`config.mk`:
```
export PLATFORM = sky130hd
export DESIGN_NAME = dma_ctrl
export DESIGN_NICKNAME = d
export VERILOG_FILES = /design/src/rtl/dma_ctrl.sv
export SDC_FILE = /design/constraint.sdc
export NUM_CORES = 1
export LEC_CHECK = 0
export BUFFER_PORTS_ARGS = -buffer_cell sky130_fd_sc_hd__clkbuf_2
export CELL_PAD_IN_SITES_DETAIL_PLACEMENT = 0
export CELL_PAD_IN_SITES_GLOBAL_PLACEMENT = 1
export CORE_ASPECT_RATIO = 0.6
export CORE_MARGIN = 4
export CORE_UTILIZATION = 40
export DETAILED_ROUTE_END_ITERATION = 6
export MAX_ROUTING_LAYER = met4
export PLACE_DENSITY = 0.87
export SETUP_SLACK_MARGIN = 0.5
export SYNTH_ARGS = -nofsm -noshare
export SYNTH_HDL_FRONTEND = slang
export SYNTH_SLANG_ARGS = --single-unit
```
`constraint.sdc`:
```
create_clock -name clk -period 3.3 [get_ports clk]
set_clock_uncertainty 0.2 [all_clocks]
set_input_delay 0.825 -clock clk [delete_from_list [all_inputs] [get_ports clk]]
set_output_delay 0.825 -clock clk [all_outputs]
set_load 0.01 [all_outputs]
```
`src/rtl/dma_ctrl.sv`:
```
// Word-granular memory-to-memory DMA engine: a bus master moves SRC->DST one word at a time
// (one read, then one write), programmed via a 4-register bus slave with a level completion irq.
module dma_ctrl #(
    parameter int ADDR_W = 30,
    parameter int DATA_W = 32,
    parameter int LEN_W  = 16
) (
    input  logic              clk,
    input  logic              reset,
    input  logic              s_cs_,
    input  logic              s_as_,
    input  logic              s_rw,
    input  logic [1:0]        s_addr,
    input  logic [DATA_W-1:0] s_wr_data,
    output logic [DATA_W-1:0] s_rd_data,
    output logic              s_rdy_,
    output logic              m_req_,
    input  logic              m_grnt_,
    output logic [ADDR_W-1:0] m_addr,
    output logic              m_as_,
    output logic              m_rw,
    output logic [DATA_W-1:0] m_wr_data,
    input  logic [DATA_W-1:0] m_rd_data,
    input  logic              m_rdy_,
    output logic              irq,
    output logic [2:0]        dbg_state
);

    localparam logic       READ     = 1'b1;
    localparam logic       WRITE    = 1'b0;
    localparam logic [1:0] REG_CTRL = 2'd0;
    localparam logic [1:0] REG_SRC  = 2'd1;
    localparam logic [1:0] REG_DST  = 2'd2;

    typedef enum logic [2:0] {
        ST_IDLE,
        ST_REQ,
        ST_RD,
        ST_WR,
        ST_NEXT,
        ST_DONE
    } state_e;

    state_e              state_q, state_d;
    logic [ADDR_W-1:0]   src_q, src_d;
    logic [ADDR_W-1:0]   dst_q, dst_d;
    logic [LEN_W-1:0]    len_q, len_d;
    logic                ie_q, ie_d;
    logic                done_q, done_d;
    logic                abort_q, abort_d;
    logic [DATA_W-1:0]   s_rd_data_q, s_rd_data_d;
    logic                s_rdy_q, s_rdy_d;
    logic                m_req_q, m_req_d;
    logic                m_as_q, m_as_d;
    logic                m_rw_q, m_rw_d;
    logic [ADDR_W-1:0]   m_addr_q, m_addr_d;
    logic [DATA_W-1:0]   m_wr_data_q, m_wr_data_d;

    logic                busy;
    logic                slv_acc;
    logic                slv_wr;
    logic                start_req;
    logic                abort_wr;
    logic                done_set;
    logic [DATA_W-1:0]   rd_mux;
    logic                unused_wr_bits;

    // Only the low bits of the write data reach any register.
    assign unused_wr_bits = ^s_wr_data;

    always_comb begin
        busy        = (state_q != ST_IDLE);
        slv_acc     = !s_cs_ && !s_as_;
        slv_wr      = slv_acc && !s_rw;
        start_req   = 1'b0;
        abort_wr    = 1'b0;
        done_set    = 1'b0;
        rd_mux      = '0;

        state_d     = state_q;
        src_d       = src_q;
        dst_d       = dst_q;
        len_d       = len_q;
        ie_d        = ie_q;
        done_d      = done_q;
        abort_d     = abort_q;
        s_rdy_d     = 1'b1;
        s_rd_data_d = '0;
        m_req_d     = m_req_q;
        m_as_d      = m_as_q;
        m_rw_d      = m_rw_q;
        m_addr_d    = m_addr_q;
        m_wr_data_d = m_wr_data_q;

        case (s_addr)
            REG_CTRL: begin
                rd_mux[2] = ie_q;
                rd_mux[1] = done_q;
                rd_mux[0] = busy;
            end
            REG_SRC: rd_mux = DATA_W'(src_q);
            REG_DST: rd_mux = DATA_W'(dst_q);
            default: rd_mux = DATA_W'(len_q);
        endcase

        if (slv_acc) begin
            s_rdy_d = 1'b0;
            if (s_rw) begin
                s_rd_data_d = rd_mux;
            end
        end

        // Address/length registers are frozen while a transfer owns them.
        if (slv_wr) begin
            case (s_addr)
                REG_CTRL: begin
                    ie_d = s_wr_data[2];
                    if (s_wr_data[1]) begin
                        done_d = 1'b0;
                    end
                    abort_wr  = s_wr_data[3] && busy;
                    start_req = s_wr_data[0] && !busy;
                end
                REG_SRC: if (!busy) src_d = s_wr_data[ADDR_W-1:0];
                REG_DST: if (!busy) dst_d = s_wr_data[ADDR_W-1:0];
                default: if (!busy) len_d = s_wr_data[LEN_W-1:0];
            endcase
        end

        if (abort_wr) begin
            abort_d = 1'b1;
        end

        // Bus outputs are registered, so they are set on the transition into each state.
        case (state_q)
            ST_IDLE: begin
                if (start_req) begin
                    if (len_q == '0) begin
                        done_set = 1'b1;
                    end else begin
                        state_d = ST_REQ;
                        m_req_d = 1'b0;
                    end
                end
            end
            ST_REQ: begin
                if (!m_grnt_) begin
                    state_d  = ST_RD;
                    m_as_d   = 1'b0;
                    m_rw_d   = READ;
                    m_addr_d = src_q;
                end
            end
            ST_RD: begin
                if (!m_rdy_) begin
                    state_d     = ST_WR;
                    m_rw_d      = WRITE;
                    m_addr_d    = dst_q;
                    m_wr_data_d = m_rd_data;
                end
            end
            ST_WR: begin
                if (!m_rdy_) begin
                    state_d = ST_NEXT;
                    m_req_d = 1'b1;
                    m_as_d  = 1'b1;
                    m_rw_d  = READ;
                end
            end
            ST_NEXT: begin
                src_d = src_q + ADDR_W'(1);
                dst_d = dst_q + ADDR_W'(1);
                len_d = len_q - LEN_W'(1);
                if (len_q == LEN_W'(1) || abort_q || abort_wr) begin
                    state_d = ST_DONE;
                end else begin
                    state_d = ST_REQ;
                    m_req_d = 1'b0;
                end
            end
            ST_DONE: begin
                done_set = 1'b1;
                abort_d  = 1'b0;
                state_d  = ST_IDLE;
            end
            default: state_d = ST_IDLE;
        endcase

        // A completion in the same cycle as a CPU clear must not be lost.
        if (done_set) begin
            done_d = 1'b1;
        end
    end

    always_ff @(posedge clk or negedge reset) begin
        if (!reset) begin
            state_q     <= ST_IDLE;
            src_q       <= '0;
            dst_q       <= '0;
            len_q       <= '0;
            ie_q        <= 1'b0;
            done_q      <= 1'b0;
            abort_q     <= 1'b0;
            s_rd_data_q <= '0;
            s_rdy_q     <= 1'b1;
            m_req_q     <= 1'b1;
            m_as_q      <= 1'b1;
            m_rw_q      <= READ;
            m_addr_q    <= '0;
            m_wr_data_q <= '0;
        end else begin
            state_q     <= state_d;
            src_q       <= src_d;
            dst_q       <= dst_d;
            len_q       <= len_d;
            ie_q        <= ie_d;
            done_q      <= done_d;
            abort_q     <= abort_d;
            s_rd_data_q <= s_rd_data_d;
            s_rdy_q     <= s_rdy_d;
            m_req_q     <= m_req_d;
            m_as_q      <= m_as_d;
            m_rw_q      <= m_rw_d;
            m_addr_q    <= m_addr_d;
            m_wr_data_q <= m_wr_data_d;
        end
    end

    assign s_rd_data = s_rd_data_q;
    assign s_rdy_    = s_rdy_q;
    assign m_req_    = m_req_q;
    assign m_as_     = m_as_q;
    assign m_rw      = m_rw_q;
    assign m_addr    = m_addr_q;
    assign m_wr_data = m_wr_data_q;
    assign irq       = done_q & ie_q;
    assign dbg_state = state_q;

endmodule

```
==> run_results.csv <==
group,metric,value,unit
final_layout,design_area,11100,um^2
yosys,async_reset_ff_frac,1.00,
critical_path,worst_path_largest_cell_delay,0.70,ns
global_routing,grt_use_total,0.239,
place,port_buffers,170,
cts,ctsHoldBuffers,0,
final_layout,ff_latch_area,4460,um^2
timing,period_share,0.792,
global_routing,grt_antenna_before_repair,1,
timing,tightest_slew,0.729,ns
detailed_routing,num_vias,8444,
global_routing,grt_overflow,0,
yosys,syn_area_per_cell,9.61,um^2
detailed_routing,drc_errors,0,
detailed_routing,antenna_left,0,
timing,rsz0062_at_grt,"false",
timing,max_freq,0.382,GHz
critical_path,crit_family,"compound AO/OA/AOI/OAI gates",
critical_path,crit_slowest_cell,"dfrtp_1",
final_layout,mostFrequentLayoutCell,"dfrtp_1",
yosys,synth_edf_count,0,
timing,maxSlewViolCount,0,
power_and_ir_drop,powerDensity,882,nW/um^2
die,io-pin-count,175,
yosys,synthCells,965,
yosys,synthesis.area,9270,um^2
final_layout,synthToLayoutAreaGrowth,19.5,%
cts,cts_tree,"built",
die,rows,42,
die,fp.dieH,126,um
cts,worstSkewPairLatency,0.44,ns
critical_path,path_cells,"nor2_2, a31oi_1, nor2_1, a221o_1",
critical_path,end_kind,"register",
final_layout,final_cell_mix,"174 x dfrtp_1, 169 x clkbuf_2, 130 x nor2_1",
die,die_area,25800,um^2
detailed_routing,routed_via_density,5.88,
die,coreArea,22400,um^2
hold_path,min_path_type,"in -> async",
timing,final_hold_viol_count,0,
cts,clock-root-buffer,"clkbuf_16",
timing,setup_tns,0,ns
critical_path,crit_fanout,17,
critical_path,startpoint_type,"register",
critical_path,critPathArrivalTime,2.74,ns
final_layout,multiInputGateArea,4460,um^2
yosys,yosysSeqAreaShare,0.481,
power_and_ir_drop,leakagePower,4.76,nW
global_routing,grt_pass1_vias,7759,
critical_path,required,3.42,ns
critical_path,critPathKind,"reg -> reg",
cts,cts-htree-levels,4,
place,placed_area,10500,um^2
cts,ctsResizeCount,0,
timing,setup_viol,0,
cts,clk_pin_slew,0.08,ns
yosys,ys_warn_count,0,
die,fp.dieW,205,um
cts,cts_buffers,17,
cts,cts_setup_buffers,0,
detailed_routing,drtIter0Drc,1016,
cts,clock_path_buffers,2,
power_and_ir_drop,vdd_drop_max,0.279,mV
flow_run,drv_cap,0,
global_routing,grt_max_degree,68,
critical_path,path_buf_inv,0,
detailed_routing,dr.pass1.iters,6,
timing,worst_slack,0.685,ns
timing,fin_hold_ws,0.193,ns
place,hpwl,22700,um
final_layout,nNetsFinal,1192,
yosys,synth-main-ff-cell,"dfrtp_1",
place,gp_congestion,0.965,
timing,finalCriticalPeriod,2.61,ns
yosys,synth_seq_cells,178,
detailed_routing,wl_per_cell,21.0,um
power_and_ir_drop,power,0.00977,W
timing,slew-limit-headroom,0.512,
global_routing,grt_pass1_wl,46800,um
place,dp_slack,0.479,ns
detailed_routing,routed_wl,30100,um
final_layout,nFillCells,2103,
outcome,status,"finished, final reports clean",
die,initial_core_util,0.414,
yosys,synth_cell_types,77,
cts,cts.sinks,178,
final_layout,drive_above_1_share,0.281,
state kept, by name, indices dropped and copies added, names as in the netlist:
name	cells
s_rd_data	30
ie_q	1
src_q	30
abort_q	1
m_addr	30
dbg_state	3
len_q	16
m_as_	1
m_req_	1
done_q	1
m_rw	1
m_wr_data	32
dst_q	30
s_rdy_	1
final timing paths:
path                         startpoint       endpoint  slack (ns)  cells after the start
min                               reset   s_rd_data[9]        0.19                      1
min in group clk                  m_as_          m_as_        0.30                      2
max reg2reg                dbg_state[1]      dst_q[15]        0.69                      4
min reg2reg                       m_as_          m_as_        0.30                      2
max                        dbg_state[1]      dst_q[15]        0.69                      4
max in group asynchronous         reset  s_rd_data[13]        1.92                      2
where the power goes:
part           switching (W)  internal [W]
registers            0.00126       0.00309
logic                0.00185       0.00153
clock network        0.00100       0.00104
total                0.00412       0.00566
per-stage QoR:
stage	util	instances
6_report	0.495	1436
5_1_grt	0.495	1436
4_1_cts	0.495	1435
3_5_place_dp	0.468	1403
3_3_place_gp	0.468	1403
2_1_floorplan	-	966
routing by layer:
layer / GRT usage / wire length [um]
met1: 0.368 / 14100
met2: 0.305 / 11900
met3: 0.0794 / 3870
met4: 0.0421 / 254
met5: - / 0
cells in the mapped netlist (7+ instances only):
master,n,area share
dfrtp_1,174,0.47
inv_1,16,0.0065
and2_1,7,0.0047
a31oi_1,18,0.012
and3_1,11,0.0074
nor3_1,17,0.0092
nor2_1,131,0.053
a21oi_1,87,0.047
nand4_1,14,0.0094
nand3_1,26,0.014
nand2_1,66,0.027
a22oi_1,33,0.027
clkbuf_1,34,0.014
buf_2,23,0.012
or3_1,9,0.0061
mux2_2,45,0.055
nor4_1,10,0.0067
o22ai_1,14,0.0094
o21ai_0,59,0.032
a221o_1,7,0.0076
mux2i_1,28,0.030
o22a_1,8,0.0076
final cells by class:
cell class	count	area share
Antenna cell	1	0.000226
Multi-Input combinational cell	702	0.403
Sequential cell	178	0.403
Clock buffer	18	0.0396
Timing Repair Buffer	199	0.100
Inverter	16	0.00542
Tap cell	308	0.0348
Clock inverter	14	0.0141
logic make-up after synthesis:
| group | Yosys count | share of synthesized area |
|---|---|---|
| AOI/OAI and AO/OA | 289 | 0.201 |
| xor gates and xnor gates | 3 | 0.00283 |
| adders and majority gates | 5 | 0.00675 |
| buffers and inverters | 86 | 0.0409 |
| DFF | 178 | 0.481 |
| muxes | 76 | 0.0922 |
| other | 1 | 0.000404 |
| and+or+nand+nor | 327 | 0.174 |
Power figures use the tool's default switching activity.
